$ cat src/rtl/eth_mdio_pkg.sv
// Shared constants, state type and phase-length helper for the Clause-22 MDIO master.
package eth_mdio_pkg;

    localparam logic [1:0] ST       = 2'b01;
    localparam logic [1:0] OP_READ  = 2'b10;
    localparam logic [1:0] OP_WRITE = 2'b01;
    localparam logic [1:0] TA_WRITE = 2'b10;

    localparam int HDR_BITS  = 14;
    localparam int TA_BITS   = 2;
    localparam int DATA_BITS = 16;

    typedef enum logic [2:0] {
        S_IDLE     = 3'd0,
        S_PREAMBLE = 3'd1,
        S_HEADER   = 3'd2,
        S_TA       = 3'd3,
        S_DATA     = 3'd4,
        S_DONE     = 3'd5
    } mdio_state_e;

    // Index of the last bit of a frame phase; non-frame states return 0.
    function automatic logic [5:0] phase_last(input mdio_state_e s, input int pre_len);
        logic [5:0] r;
        case (s)
            S_PREAMBLE: r = 6'(pre_len - 1);
            S_HEADER:   r = 6'(HDR_BITS - 1);
            S_TA:       r = 6'(TA_BITS - 1);
            S_DATA:     r = 6'(DATA_BITS - 1);
            default:    r = 6'd0;
        endcase
        return r;
    endfunction

endpackage

$ cat src/rtl/eth_mdio_clk_gen.sv
// MDC generator: CLK_DIV cycles low then CLK_DIV cycles high per bit, held low while disabled.
module eth_mdio_clk_gen #(
    parameter int CLK_DIV = 50
) (
    input  logic clk,
    input  logic rst_n,
    input  logic en,
    output logic mdc,
    output logic fall_stb,
    output logic rise_stb
);
    localparam int CNT_W = $clog2(2 * CLK_DIV);
    localparam logic [CNT_W-1:0] HALF = CNT_W'(CLK_DIV);
    localparam logic [CNT_W-1:0] LAST = CNT_W'(2 * CLK_DIV - 1);

    logic [CNT_W-1:0] cnt_q, cnt_d;
    logic             mdc_q, mdc_d;

    // Phase counter and MDC level for the next cycle.
    always_comb begin
        cnt_d = '0;
        mdc_d = 1'b0;
        if (en) begin
            cnt_d = (cnt_q == LAST) ? '0 : cnt_q + CNT_W'(1);
            mdc_d = (cnt_d >= HALF);
        end else begin
            cnt_d = '0;
            mdc_d = 1'b0;
        end
    end

    // Counter and MDC registers.
    always_ff @(posedge clk or negedge rst_n) begin
        if (!rst_n) begin
            cnt_q <= '0;
            mdc_q <= 1'b0;
        end else begin
            cnt_q <= cnt_d;
            mdc_q <= mdc_d;
        end
    end

    // fall_stb: last cycle of a bit; rise_stb: first cycle with MDC high.
    assign fall_stb = en && (cnt_q == LAST);
    assign rise_stb = en && (cnt_q == HALF);
    assign mdc      = mdc_q;

endmodule

$ cat src/rtl/eth_mdio_master.sv
// Clause-22 MDIO master: one read/write frame per accepted command, one-cycle response.
// Optional macro ETH_MDIO_TA_CHECK_EN adds rsp_err for reads where no PHY drove TA low.
module eth_mdio_master #(
    parameter int CLK_DIV      = 50,
    parameter int PREAMBLE_LEN = 32
) (
    input  logic        sys_clk,
    input  logic        rst_n,
    input  logic        cmd_valid,
    output logic        cmd_ready,
    input  logic        cmd_write,
    input  logic [4:0]  cmd_phy_addr,
    input  logic [4:0]  cmd_reg_addr,
    input  logic [15:0] cmd_wdata,
    output logic        rsp_valid,
    output logic [15:0] rsp_rdata,
`ifdef ETH_MDIO_TA_CHECK_EN
    output logic        rsp_err,
`endif
    output logic        eth_mdio_mdc,
    output logic        eth_mdio_mdio_o,
    output logic        eth_mdio_mdio_t,
    input  logic        eth_mdio_mdio_i
);
    import eth_mdio_pkg::*;

    mdio_state_e state_q, state_d;
    logic [5:0]  bit_cnt_q, bit_cnt_d;
    logic        write_q, write_d;
    logic [31:0] shift_q, shift_d;
    logic [15:0] rd_sh_q, rd_sh_d;
    logic        sync1_q, sync2_q;
    logic        mdio_o_q, mdio_o_d;
    logic        mdio_t_q, mdio_t_d;
    logic        cmd_ready_q, cmd_ready_d;
    logic        rsp_valid_q, rsp_valid_d;
    logic [15:0] rsp_rdata_q, rsp_rdata_d;
`ifdef ETH_MDIO_TA_CHECK_EN
    logic        ta_bit_q, ta_bit_d;
    logic        rsp_err_q, rsp_err_d;
`endif
    logic        accept_s, busy_s, fall_stb_s, rise_stb_s, mdc_s;

    assign accept_s = cmd_valid && cmd_ready_q;
    assign busy_s   = (state_q != S_IDLE) && (state_q != S_DONE);

    eth_mdio_clk_gen #(.CLK_DIV(CLK_DIV)) u_clk_gen (
        .clk      (sys_clk),
        .rst_n    (rst_n),
        .en       (busy_s),
        .mdc      (mdc_s),
        .fall_stb (fall_stb_s),
        .rise_stb (rise_stb_s)
    );

    // State register and all datapath flops.
    always_ff @(posedge sys_clk or negedge rst_n) begin
        if (!rst_n) begin
            state_q     <= S_IDLE;
            bit_cnt_q   <= 6'd0;
            write_q     <= 1'b0;
            shift_q     <= 32'd0;
            rd_sh_q     <= 16'd0;
            sync1_q     <= 1'b1;
            sync2_q     <= 1'b1;
            mdio_o_q    <= 1'b1;
            mdio_t_q    <= 1'b1;
            cmd_ready_q <= 1'b1;
            rsp_valid_q <= 1'b0;
            rsp_rdata_q <= 16'd0;
`ifdef ETH_MDIO_TA_CHECK_EN
            ta_bit_q    <= 1'b0;
            rsp_err_q   <= 1'b0;
`endif
        end else begin
            state_q     <= state_d;
            bit_cnt_q   <= bit_cnt_d;
            write_q     <= write_d;
            shift_q     <= shift_d;
            rd_sh_q     <= rd_sh_d;
            sync1_q     <= eth_mdio_mdio_i;
            sync2_q     <= sync1_q;
            mdio_o_q    <= mdio_o_d;
            mdio_t_q    <= mdio_t_d;
            cmd_ready_q <= cmd_ready_d;
            rsp_valid_q <= rsp_valid_d;
            rsp_rdata_q <= rsp_rdata_d;
`ifdef ETH_MDIO_TA_CHECK_EN
            ta_bit_q    <= ta_bit_d;
            rsp_err_q   <= rsp_err_d;
`endif
        end
    end

    // Next state: phases advance on the last cycle of their final bit.
    always_comb begin
        state_d   = state_q;
        bit_cnt_d = bit_cnt_q;
        case (state_q)
            S_IDLE: begin
                if (accept_s) begin
                    state_d   = S_PREAMBLE;
                    bit_cnt_d = 6'd0;
                end else begin
                    state_d   = S_IDLE;
                end
            end
            S_PREAMBLE, S_HEADER, S_TA, S_DATA: begin
                if (fall_stb_s) begin
                    if (bit_cnt_q == phase_last(state_q, PREAMBLE_LEN)) begin
                        bit_cnt_d = 6'd0;
                        case (state_q)
                            S_PREAMBLE: state_d = S_HEADER;
                            S_HEADER:   state_d = S_TA;
                            S_TA:       state_d = S_DATA;
                            default:    state_d = S_DONE;
                        endcase
                    end else begin
                        bit_cnt_d = bit_cnt_q + 6'd1;
                    end
                end else begin
                    bit_cnt_d = bit_cnt_q;
                end
            end
            S_DONE:  state_d = S_IDLE;
            default: state_d = S_IDLE;
        endcase
    end

    // Outputs: line drive per bit, read shifting and response capture.
    always_comb begin
        write_d     = write_q;
        shift_d     = shift_q;
        rd_sh_d     = rd_sh_q;
        mdio_o_d    = mdio_o_q;
        mdio_t_d    = mdio_t_q;
        cmd_ready_d = (state_d == S_IDLE);
        rsp_valid_d = 1'b0;
        rsp_rdata_d = rsp_rdata_q;
`ifdef ETH_MDIO_TA_CHECK_EN
        ta_bit_d    = ta_bit_q;
        rsp_err_d   = rsp_err_q;
`endif
        if ((state_q == S_IDLE) && accept_s) begin
            // Reads carry 1s in TA/DATA slots so the released line idles high.
            write_d  = cmd_write;
            shift_d  = {ST, cmd_write ? OP_WRITE : OP_READ, cmd_phy_addr, cmd_reg_addr,
                        cmd_write ? TA_WRITE : 2'b11, cmd_write ? cmd_wdata : 16'hFFFF};
            mdio_o_d = 1'b1;
            mdio_t_d = 1'b0;
        end else if (fall_stb_s) begin
            case (state_d)
                S_PREAMBLE: begin
                    mdio_o_d = 1'b1;
                    mdio_t_d = 1'b0;
                end
                S_HEADER: begin
                    mdio_o_d = shift_q[31];
                    mdio_t_d = 1'b0;
                    shift_d  = {shift_q[30:0], 1'b0};
                end
                S_TA, S_DATA: begin
                    mdio_o_d = shift_q[31];
                    mdio_t_d = ~write_q;
                    shift_d  = {shift_q[30:0], 1'b0};
                end
                default: begin
                    mdio_o_d = 1'b1;
                    mdio_t_d = 1'b1;
                end
            endcase
        end else begin
            mdio_o_d = mdio_o_q;
            mdio_t_d = mdio_t_q;
        end

        if (rise_stb_s && (state_q == S_DATA)) begin
            rd_sh_d = {rd_sh_q[14:0], sync2_q};
        end else begin
            rd_sh_d = rd_sh_d;
        end
`ifdef ETH_MDIO_TA_CHECK_EN
        if (rise_stb_s && (state_q == S_TA) && (bit_cnt_q == 6'd1)) begin
            ta_bit_d = sync2_q;
        end else begin
            ta_bit_d = ta_bit_q;
        end
`endif

        if ((state_d == S_DONE) && (state_q != S_DONE)) begin
            rsp_valid_d = 1'b1;
`ifdef ETH_MDIO_TA_CHECK_EN
            rsp_err_d   = !write_q && ta_bit_q;
            rsp_rdata_d = write_q ? 16'd0 : (ta_bit_q ? 16'hFFFF : rd_sh_q);
`else
            rsp_rdata_d = write_q ? 16'd0 : rd_sh_q;
`endif
        end else begin
            rsp_valid_d = 1'b0;
        end
    end

    assign cmd_ready       = cmd_ready_q;
    assign rsp_valid       = rsp_valid_q;
    assign rsp_rdata       = rsp_rdata_q;
`ifdef ETH_MDIO_TA_CHECK_EN
    assign rsp_err         = rsp_err_q;
`endif
    assign eth_mdio_mdc    = mdc_s;
    assign eth_mdio_mdio_o = mdio_o_q;
    assign eth_mdio_mdio_t = mdio_t_q;

endmodule

$ cat config.mk
export PLATFORM = sky130hd
export DESIGN_NAME = eth_mdio_master
export DESIGN_NICKNAME = d
export VERILOG_FILES = /design/src/rtl/eth_mdio_pkg.sv /design/src/rtl/eth_mdio_clk_gen.sv /design/src/rtl/eth_mdio_master.sv
export SDC_FILE = /design/constraint.sdc
export NUM_CORES = 1
export LEC_CHECK = 0
export CAP_MARGIN = 10
export CORE_AREA = 3 3 133 135
export CTS_CLUSTER_SIZE = 24
export DETAILED_ROUTE_END_ITERATION = 16
export DIE_AREA = 0 0 136 138
export GPL_ROUTABILITY_DRIVEN = 0
export MAX_ROUTING_LAYER = met4
export PLACE_DENSITY_LB_ADDON = 0.2
export SETUP_SLACK_MARGIN = 0.3
export SKIP_CTS_REPAIR_TIMING = 1
export SLEW_MARGIN = 20
export SYNTH_ARGS = -nofsm -noshare
export SYNTH_HDL_FRONTEND = slang
export SYNTH_SLANG_ARGS = --single-unit
$ cat constraint.sdc
create_clock -name sys_clk -period 2.29 [get_ports sys_clk]
set_input_delay 0.229 -clock sys_clk [delete_from_list [all_inputs] [get_ports sys_clk]]
set_output_delay 0.229 -clock sys_clk [all_outputs]
set_load 0.03 [all_outputs]
After elaboration in Yosys (flattened, before gate mapping). Cells that the tools add are included.

Bits in registers: 88. Input port bits: 31.

Equality and inequality tests: 15. Multiplexer cells: 29. $add $sub $neg: 2. Bitwise operators: 1. Reductions and logical operators: 19. $lt $le $gt $ge: 1.

Operators by type and width (number): $mux 32 (3); $mux 16 (2); $mux 6 (5); $pmux 5 s4 (1); $mux 7 (2); $eq 3x2->1 const B (4); $pmux 6 s2 (1); $eq 3x3->1 const B (3); $mux 1 (9); $pmux 3 s3 (1); $add 7x1->7 const B (1); $eq 7x6->1 const B (1); $eq 7x7->1 const B (1); $ge 7x6->1 const B (1); $logic_and 1x1->1 (7); $add 6x1->6 const B (1); $eq 3x1->1 const B (2); $eq 6x6->1 (1); $logic_not 3->1 (2); $mux 3 (2); $pmux 3 s2 (1); $reduce_bool 2->1 (3); $ne 2x2->1 const B (2); $reduce_or 2->1 (2); other kinds (9) (9).

Logic depth before layout (Yosys ltp). Gate-level depths: netlist (run 1).

Depth in word-level cells: 14. Gate-level depth with buffers: 10.

By module. A second synthesis (run 1) with hierarchy kept.

Cell total of the unflattened synthesis: 371. Area, all modules: 4355.4 um2.

Modules (own cells, without submodules): eth_mdio_master (sequential area each 2008.2 um2, area each 3895.0 um2, cells an instance 329, instances 1); eth_mdio_clk_gen (sequential area each 200.2 um2, area each 460.4 um2, cells an instance 42, instances 1).

Worst setup path before layout (run 1). Ideal clock, no wire load.

Path kind: reg2reg. From: register u_clk_gen.cnt_q[0]. To: register shift_q[10]. Path slack: -64 ps. Data required time: 2164 ps. Cell stages (with the launch flop): 9. Period minus slack after synthesis: 2354 ps. Setup time: 126 ps. Arrival time: 2228 ps. Path through: dfrtp_1 ha_1 nand4b_1 or3_4 or3_1 nor3_2 nor3_4 buf_4 a221o_1.

Longest elaborated chain between the ends: 8. Elaborated cells on any way between the ends: 11. Those cells by class: 4 x eq/ne; 2 x mux; 5 x reduce/logical.

RTL lines: start: declaration (RTL line eth_mdio_clk_gen.sv:16) `logic [CNT_W-1:0] cnt_q, cnt_d;`; start signal: assignment (RTL line eth_mdio_clk_gen.sv:38) `cnt_q <= cnt_d;`; $eq 7x7->1 (*) (RTL line eth_mdio_clk_gen.sv:44) `assign fall_stb = en && (cnt_q == LAST);`; $logic_and 1x1->1 (*) (RTL line eth_mdio_clk_gen.sv:44); $mux 3 (RTL line eth_mdio_master.sv:109) `if (fall_stb_s) begin`; $pmux 3 s2 (RTL line eth_mdio_master.sv:99) `case (state_q)`; $eq 3x2->1 / $eq 3x3->1 (equally long branches) (RTL line eth_mdio_master.sv:152) `case (state_d)`; $reduce_or 3->1 (no source line); $reduce_bool 2->1 (no source line); $reduce_and 2->1 (no source line) (*); end signal: assignment (RTL line eth_mdio_master.sv:79) `shift_q <= shift_d;`; end: declaration (RTL line eth_mdio_master.sv:30) `logic [31:0] shift_q, shift_d;`.

Mark *: on every way between the ends. The rest lies on a longest branch, timed or not. A chain may end at the register's enable or synchronous reset.

Worst setup path after layout (run 1).
From: register state_q[2]. To: register rsp_rdata_q[12], in the netlist rsp_rdata[12].

Longest elaborated chain between the ends: 10. Elaborated cells on any way between the ends: 20. Those cells by class: 7 x eq/ne; 7 x mux; 6 x reduce/logical.

RTL lines: start: declaration (RTL line eth_mdio_master.sv:27) `mdio_state_e state_q, state_d;`; start signal: assignment (RTL line eth_mdio_master.sv:76) `state_q <= state_d;`; $eq 3x3->1 (tied with other cells) (RTL line eth_mdio_pkg.sv:25, eth_mdio_master.sv:99); $pmux 5 s4 (RTL line eth_mdio_pkg.sv:25) `case (s)`; $mux 6 (RTL line eth_mdio_master.sv:109); $mux 6 (RTL line eth_mdio_master.sv:99); $eq 6x6->1 (RTL line eth_mdio_master.sv:110) `if (bit_cnt_q == phase_last(state_q, PREAMBLE_LEN)) begin`; $mux 3 (RTL line eth_mdio_master.sv:110); $mux 3 (RTL line eth_mdio_master.sv:109); $pmux 3 s2 (RTL line eth_mdio_master.sv:99); $eq 3x3->1 (RTL line eth_mdio_master.sv:190) `if ((state_d == S_DONE) && (state_q != S_DONE)) begin`; $logic_and 1x1->1 (*) (RTL line eth_mdio_master.sv:190); end signal: assignment (RTL line eth_mdio_master.sv:87) `rsp_rdata_q <= rsp_rdata_d;`; end: declaration (RTL line eth_mdio_master.sv:37) `logic [15:0] rsp_rdata_q, rsp_rdata_d;`.

Mark *: on every way between the ends. The rest lies on a longest branch, timed or not. The select of a mux whose other input is x is not followed.

==> results.py, run 1 <==
metrics = {
    "final_layout": {
        "syn_to_final_growth_pct": 39.7,
        "diodes": 0,
        "layout_common_cells": "dfrtp_1, clkdlybuf4s50_1, buf_4, a221o_1, mux2_2",
        "drive_above_1_share_pct": 29.6,
        "final_common_cell": "dfrtp_1",
        "fin_util_pct": 35.0,
        "final_cell_area_sq_um": 5810,
        "finalNonFillerCells": 676,
        "nets": 486,
    },
    "synthesis": {
        "syn_area_per_cell_sq_um": 11.3,
        "synthArstFlopShare_pct": 100,
        "syn-cell-area_sq_um": 4160,
        "seq_area_frac_synth_pct": 53.1,
        "synth_top_flop_cell": "dfrtp_1",
        "ys_types": 51,
        "syn_inst": 367,
        "synth_edf_count": 0,
        "ys.warnings.count": 0,
        "synth_fp_nets": 402,
        "ys_seq_elements": 88,
    },
    "floorplan": {
        "die_height_microns": 138,
        "rows": 47,
        "die-width_microns": 136,
        "initial_core_util_pct": 25.1,
        "fp.dieArea_sq_um": 18800,
        "io-pin-count": 52,
        "core_area_sq_um": 16600,
    },
    "critical_path": {
        "crit_path_max_incr_delay_ps": 470,
        "rr_worst_depth": 8,
        "path_class": "reg -> reg",
        "cpMaxStageDelayCell": "dfrtp_2",
        "crit_chain": "nor4_2 > a31oi_1 > o311a_4 > buf_6 > nor2_4 > nand3_4 > clkbuf_16 > mux2_4",
        "startpoint_type": "register",
        "r2r_start": "state_q[2]",
        "crit_start": "state_q[2]",
        "cp.arrival_ps": 2440,
        "critPathMaxFanout": 8,
        "crit_required_ps": 2510,
        "cp-end-kind": "register",
    },
    "detailed_routing": {
        "detail-route-antenna-nets": 0,
        "drc_errors": 0,
        "post_drt_wl_per_cell_microns": 14.5,
        "wirelength_microns": 9800,
        "drtPass1Iterations": 4,
        "dr_total_vias": 3136,
        "drt_iter0_markers": 187,
        "viasPerCell": 4.64,
    },
    "power": {
        "internal_power_uw": 2480,
        "powerDensity_nw_per_um2": 550,
        "ir_drop_mv": 0.290,
        "p_leak_uw": 0.00275,
        "p_seq_share_pct": 48.8,
        "pwr-share-clk_pct": 48.2,
        "p_sw_uw": 713,
        "combPwrFrac_pct": 3.0,
        "swShare_pct": 22.3,
    },
    "clock_tree": {
        "worstSkewPairLatency_ps": 340,
        "cts_tree": "done",
        "h-tree-depth": 3,
        "cts_root_buf": "clkbuf_16",
        "cts_buffer_depth": 2,
        "cts.sinks": 88,
        "numCtsBuffers": 9,
        "clk_pin_slew_ps": 70,
    },
    "global_route": {
        "grt_pass1_vias": 3229,
        "antenna_found_initial": 0,
        "grt_pass1_wl_microns": 15800,
        "grt_max_degree": 71,
        "grt_usage_pct": 10.7,
        "grt.overflow.total": 0,
    },
    "hold_path": {
        "hold_start": "eth_mdio_mdio_i",
        "hold_path_class": "in -> reg",
        "whs_path_depth": 1,
    },
    "timing": {
        "hold_violations": 0,
        "setup_viol": 0,
        "worstMarginPinSlew_ps": 637,
        "min_period_over_period_pct": 96.8,
        "rsz0062_at_grt": "yes",
        "relSlewSlack_pct": 57.4,
        "fin_crit_ps": 2220,
        "clock_skew_ps": 5.81,
        "timing.final.ws_setup_ps": 73.7,
        "slew_violations": 0,
        "tns_ps": 0,
        "max_freq_ghz": 0.451,
    },
    "placed_design": {
        "port_buffers": 51,
        "pre_cts_ws_ps": 26.2,
        "place_inst": 650,
        "dp_hpwl_microns": 6420,
        "postPlaceCellArea_sq_um": 5160,
    },
    "flow_run": {
        "maxCapViolCount": 0,
    },
    "outcome": {
        "status": "finished, final reports clean",
    },
}
[flip-flops by register name (all words and copies together), names as in the netlist, 3 cells and up]
signal and count:
shift_q 32, rd_sh_q 16, rsp_rdata 16, u_clk_gen.cnt_q 7
bit_cnt_q 6, state_q 3
[synthesized netlist by cell type, drive strengths merged (2+ instances only)]
cell type  count  area share [%]
nor2b         20             3.0
dfstp          5             3.2
o32ai          2            0.42
nor2          17             1.7
xnor2          5             1.1
nand4b         2            0.42
nand2         13             1.2
a21oi         22             2.6
ha             4             1.2
buf           12             2.0
dfrtp         83              50
xor2           4            0.84
and2          13             2.0
inv           19             1.7
o21ai         13             1.7
nand3b         2            0.36
or3            3            0.69
o21a           2            0.36
nor3          15             2.2
nand3         12             1.6
nand2b         3            0.45
clkbuf        12             1.1
a21o           2            0.36
and3           2            0.30
nand4          3            0.45
a221o         28             6.7
mux2          34             9.2
o21bai         2            0.36
[worst paths after layout]
check                             endpoint  slack (ps)
min reg2reg                        sync2_q         360
max in group asynchronous  eth_mdio_mdio_t        1290
max                          rsp_rdata[12]          70
min in group asynchronous      shift_q[19]         300
max reg2reg                  rsp_rdata[12]          70
min                                sync1_q         290
[power groups by stage]
stage	Combinational [uW]	Clock, uW	Sequential (uW)
6_report	96.5	1540	1560
5_1_grt	109	1660	1560
4_1_cts	99.4	1590	1560
3_5_place_dp	98.6	0	1590
3_3_place_gp	97.7	0	1590
2_1_floorplan	9.34	0	1590
[routing by layer]
metal / GRT usage [%] / wire, microns / up-vias
met2: 16.4 / 4750 / 50
li1: - / - / 1502
met3: 2.11 / 293 / 16
met1: 13.5 / 4540 / 1568
met5: - / 0 / -
met4: 4.83 / 225 / 0
[area by class of cell]
type | count | area (sq um)
fill | 1672 | 10800
sequential | 88 | 2210
timing repair buffer | 97 | 973
tap | 220 | 275
inverter | 19 | 71.3
multi-input combinational | 236 | 1960
clock buffer | 9 | 225
clock inverter | 7 | 87.6
[cells by family after synthesis]
kind of cell | count (synthesis) | share of synthesized area (%)
AND/OR/NAND/NOR | 108 | 14.9
adder cells (fa/ha/maj) | 5 | 1.44
buffers and inverters | 43 | 4.78
multiplexers | 34 | 9.21
AO/OA/AOI/OAI | 80 | 14.7
flip-flops | 88 | 53.1
XOR/XNOR | 9 | 1.90
[through the flow]
stage / power [uW] / hold WS (ps)
4_1_cts: 3250 / -248
2_1_floorplan: 1600 / -66.6
5_1_grt: 3320 / 285
3_5_place_dp: 1690 / 126
6_report: 3190 / 286
3_3_place_gp: 1680 / 121
[worst max-delay path, delay by kind of cell (launching register included)]
kind / cells / cell delay [ps]
AOI/OAI and AO/OA: 2 / 450
buffers and inverters: 2 / 340
DFF: 1 / 470
muxes: 1 / 290
and+or+nand+nor: 3 / 540
(Power assumes the default switching activity.)
==> run 2: changes to the inputs <==
--- a/config.mk
+++ b/config.mk
@@ -6,10 +6,10 @@
 export NUM_CORES = 1
 export LEC_CHECK = 0
 export CAP_MARGIN = 10
-export CORE_AREA = 3 3 133 135
+export CORE_AREA = 8 8 138 140
 export CTS_CLUSTER_SIZE = 24
 export DETAILED_ROUTE_END_ITERATION = 16
-export DIE_AREA = 0 0 136 138
+export DIE_AREA = 0 0 146 148
 export GPL_ROUTABILITY_DRIVEN = 0
 export MAX_ROUTING_LAYER = met4
 export PLACE_DENSITY_LB_ADDON = 0.2
==> run 2 against run 1 <==
Net effect:
- design area is 3.4% lower
- combinational power is 2.4% higher
- final cell count is 0.15% higher
- largest power group is now clock
- clock skew is 2.4 ps higher
- clock power is 3% higher
- via count is 3.3% lower
- worst hold slack better by 10 ps
- global-route usage is 1.3 points lower
- clock-buffer cell count is 1 higher
==> results.py, run 2 (same netlist as run 1, synthesis figures left out) <==
metrics = {
    "final_layout": {
        "fill_cells": 1720,
        "final_common_cell": "dfrtp_1",
        "layout_common_cells": "dfrtp_1, clkdlybuf4s50_1, buf_4, a221o_1, mux2_2",
        "drive_above_1_share_pct": 23.0,
        "diodes": 0,
        "nets": 482,
        "largest_reg_flops": 32,
        "syn_to_final_growth_pct": 34.9,
        "max_flop_register": "shift_q",
    },
    "power": {
        "internal_power_uw": 2570,
        "pwr-share-clk_pct": 48.8,
        "p_sw_uw": 666,
        "p_seq_share_pct": 48.1,
        "combPwrFrac_pct": 3.1,
        "swShare_pct": 20.6,
        "ir_drop_mv": 0.369,
        "p_leak_uw": 0.00265,
        "powerDensity_nw_per_um2": 577,
        "p_total_uw": 3240,
    },
    "clock_tree": {
        "cts_root_buf": "clkbuf_16",
        "cts_buffer_depth": 2,
        "cts.sinks": 88,
        "worstSkewPairLatency_ps": 330,
        "numCtsBuffers": 9,
        "clk_pin_slew_ps": 70,
        "h-tree-depth": 3,
        "cts_tree": "done",
    },
    "critical_path": {
        "crit_required_ps": 2500,
        "reg2reg_slack_ps": 60,
        "cp.arrival_ps": 2440,
        "path_class": "reg -> reg",
        "critPathMaxFanout": 22,
        "startpoint_type": "register",
        "cp-end-kind": "register",
    },
    "placed_design": {
        "pre_cts_ws_ps": 60.8,
        "port_buffers": 51,
        "dp_hpwl_microns": 6960,
    },
    "global_route": {
        "grt_pass1_wl_microns": 16300,
        "grt_max_degree": 41,
        "grt.overflow.total": 0,
        "antenna_found_initial": 0,
        "grt_pass1_vias": 3098,
        "grt_usage_pct": 9.36,
    },
    "timing": {
        "hold_violations": 0,
        "relSlewSlack_pct": 58.3,
        "rsz0062_at_grt": "yes",
        "worstMarginPinSlew_ps": 626,
        "fin_crit_ps": 2230,
        "setup_viol": 0,
        "timing.final.ws_setup_ps": 57.8,
        "min_period_over_period_pct": 97.5,
        "max_freq_ghz": 0.448,
        "slew_violations": 0,
        "clock_skew_ps": 8.22,
    },
    "floorplan": {
        "io-pin-count": 52,
        "fp.dieArea_sq_um": 21600,
        "rows": 48,
        "initial_core_util_pct": 24.5,
        "die-width_microns": 146,
        "die_height_microns": 148,
        "core_area_sq_um": 16900,
    },
    "detailed_routing": {
        "dr_total_vias": 3032,
        "drtPass1Iterations": 4,
        "post_drt_wl_per_cell_microns": 14.4,
        "viasPerCell": 4.48,
        "detail-route-antenna-nets": 0,
        "drt_iter0_markers": 132,
        "drc_errors": 0,
        "wirelength_microns": 9760,
    },
    "hold_path": {
        "hold_path_class": "in -> reg",
    },
    "outcome": {
        "status": "finished, final reports clean",
    },
    "flow_run": {
        "maxCapViolCount": 0,
    },
}
## run 2: changes by cell type in the layout (fill, tap and decap cells not counted), moves of 3 or more
cell | previous run | this run
mux2_4 | 13 | 0
mux2_1 | 0 | 9
mux2_2 | 21 | 25
nand3_1 | 7 | 11
a21oi_1 | 19 | 22
a21oi_2 | 3 | 0
buf_6 | 4 | 1
inv_8 | 3 | 0
## run 2: power groups by stage
stage          clock, uW  sequential [uW]  combinational, uW
4_1_cts             1630             1560                101
2_1_floorplan          0             1590               9.34
5_1_grt             1690             1560                111
3_5_place_dp           0             1590                101
6_report            1580             1560               98.8
3_3_place_gp           0             1590               99.6
## run 2: per-layer routing
layer | share of wire [%] | vias up | GRT usage (%)
met5 | 0 | - | -
li1 | - | 1480 | -
met2 | 48 | 46 | 14.8
met4 | 1.4 | 0 | 3.61
met3 | 2.6 | 8 | 1.59
met1 | 48 | 1498 | 11.8
## run 2: worst paths after layout
path | startpoint | cells after the start | end
worst max-delay path | state_q[2] | 8 | shift_q[23]
worst min-delay path | eth_mdio_mdio_i | 1 | sync1_q
worst max register to register | state_q[2] | 8 | shift_q[23]
worst min register to register | sync1_q | 0 | sync2_q
max in group asynchronous | rst_n | 3 | sync1_q
min in group asynchronous | rst_n | 2 | shift_q[14]
## run 2: through the flow
step / utilization (%) / area (sq um) / setup TNS, ps / hold WS, ps / cells
finish: 33.1 / 5610 / 0 / 296 / 677
detailed placement: 30.7 / 5200 / 0 / 251 / 658
floorplan: - / 4190 / 0 / -66.6 / 367
global placement: 30.7 / 5200 / 0 / 245 / 658
global route: 33.1 / 5610 / -605 / 284 / 677
CTS: 32.6 / 5520 / 0 / -115 / 674
## run 2: cell type report
cell class / count / area (sq um) / area share [%]
Sequential cell: 88 / 2210 / 39.4
Clock buffer: 10 / 229 / 4.08
Tap cell: 225 / 282 / 5.02
Inverter: 19 / 71.3 / 1.27
Clock inverter: 6 / 92.6 / 1.65
Timing Repair Buffer: 93 / 910 / 16.2
Multi-Input combinational cell: 236 / 1820 / 32.4
## run 2: worst max-delay path, stage by stage, from the launching register on
cell and delay [ps]:
dfrtp_1 440, buf_4 180, xnor2_1 160, mux2_2 370
o21ai_0 220, o21a_2 210, nor3_4 60, buf_12 160
a221o_1 300
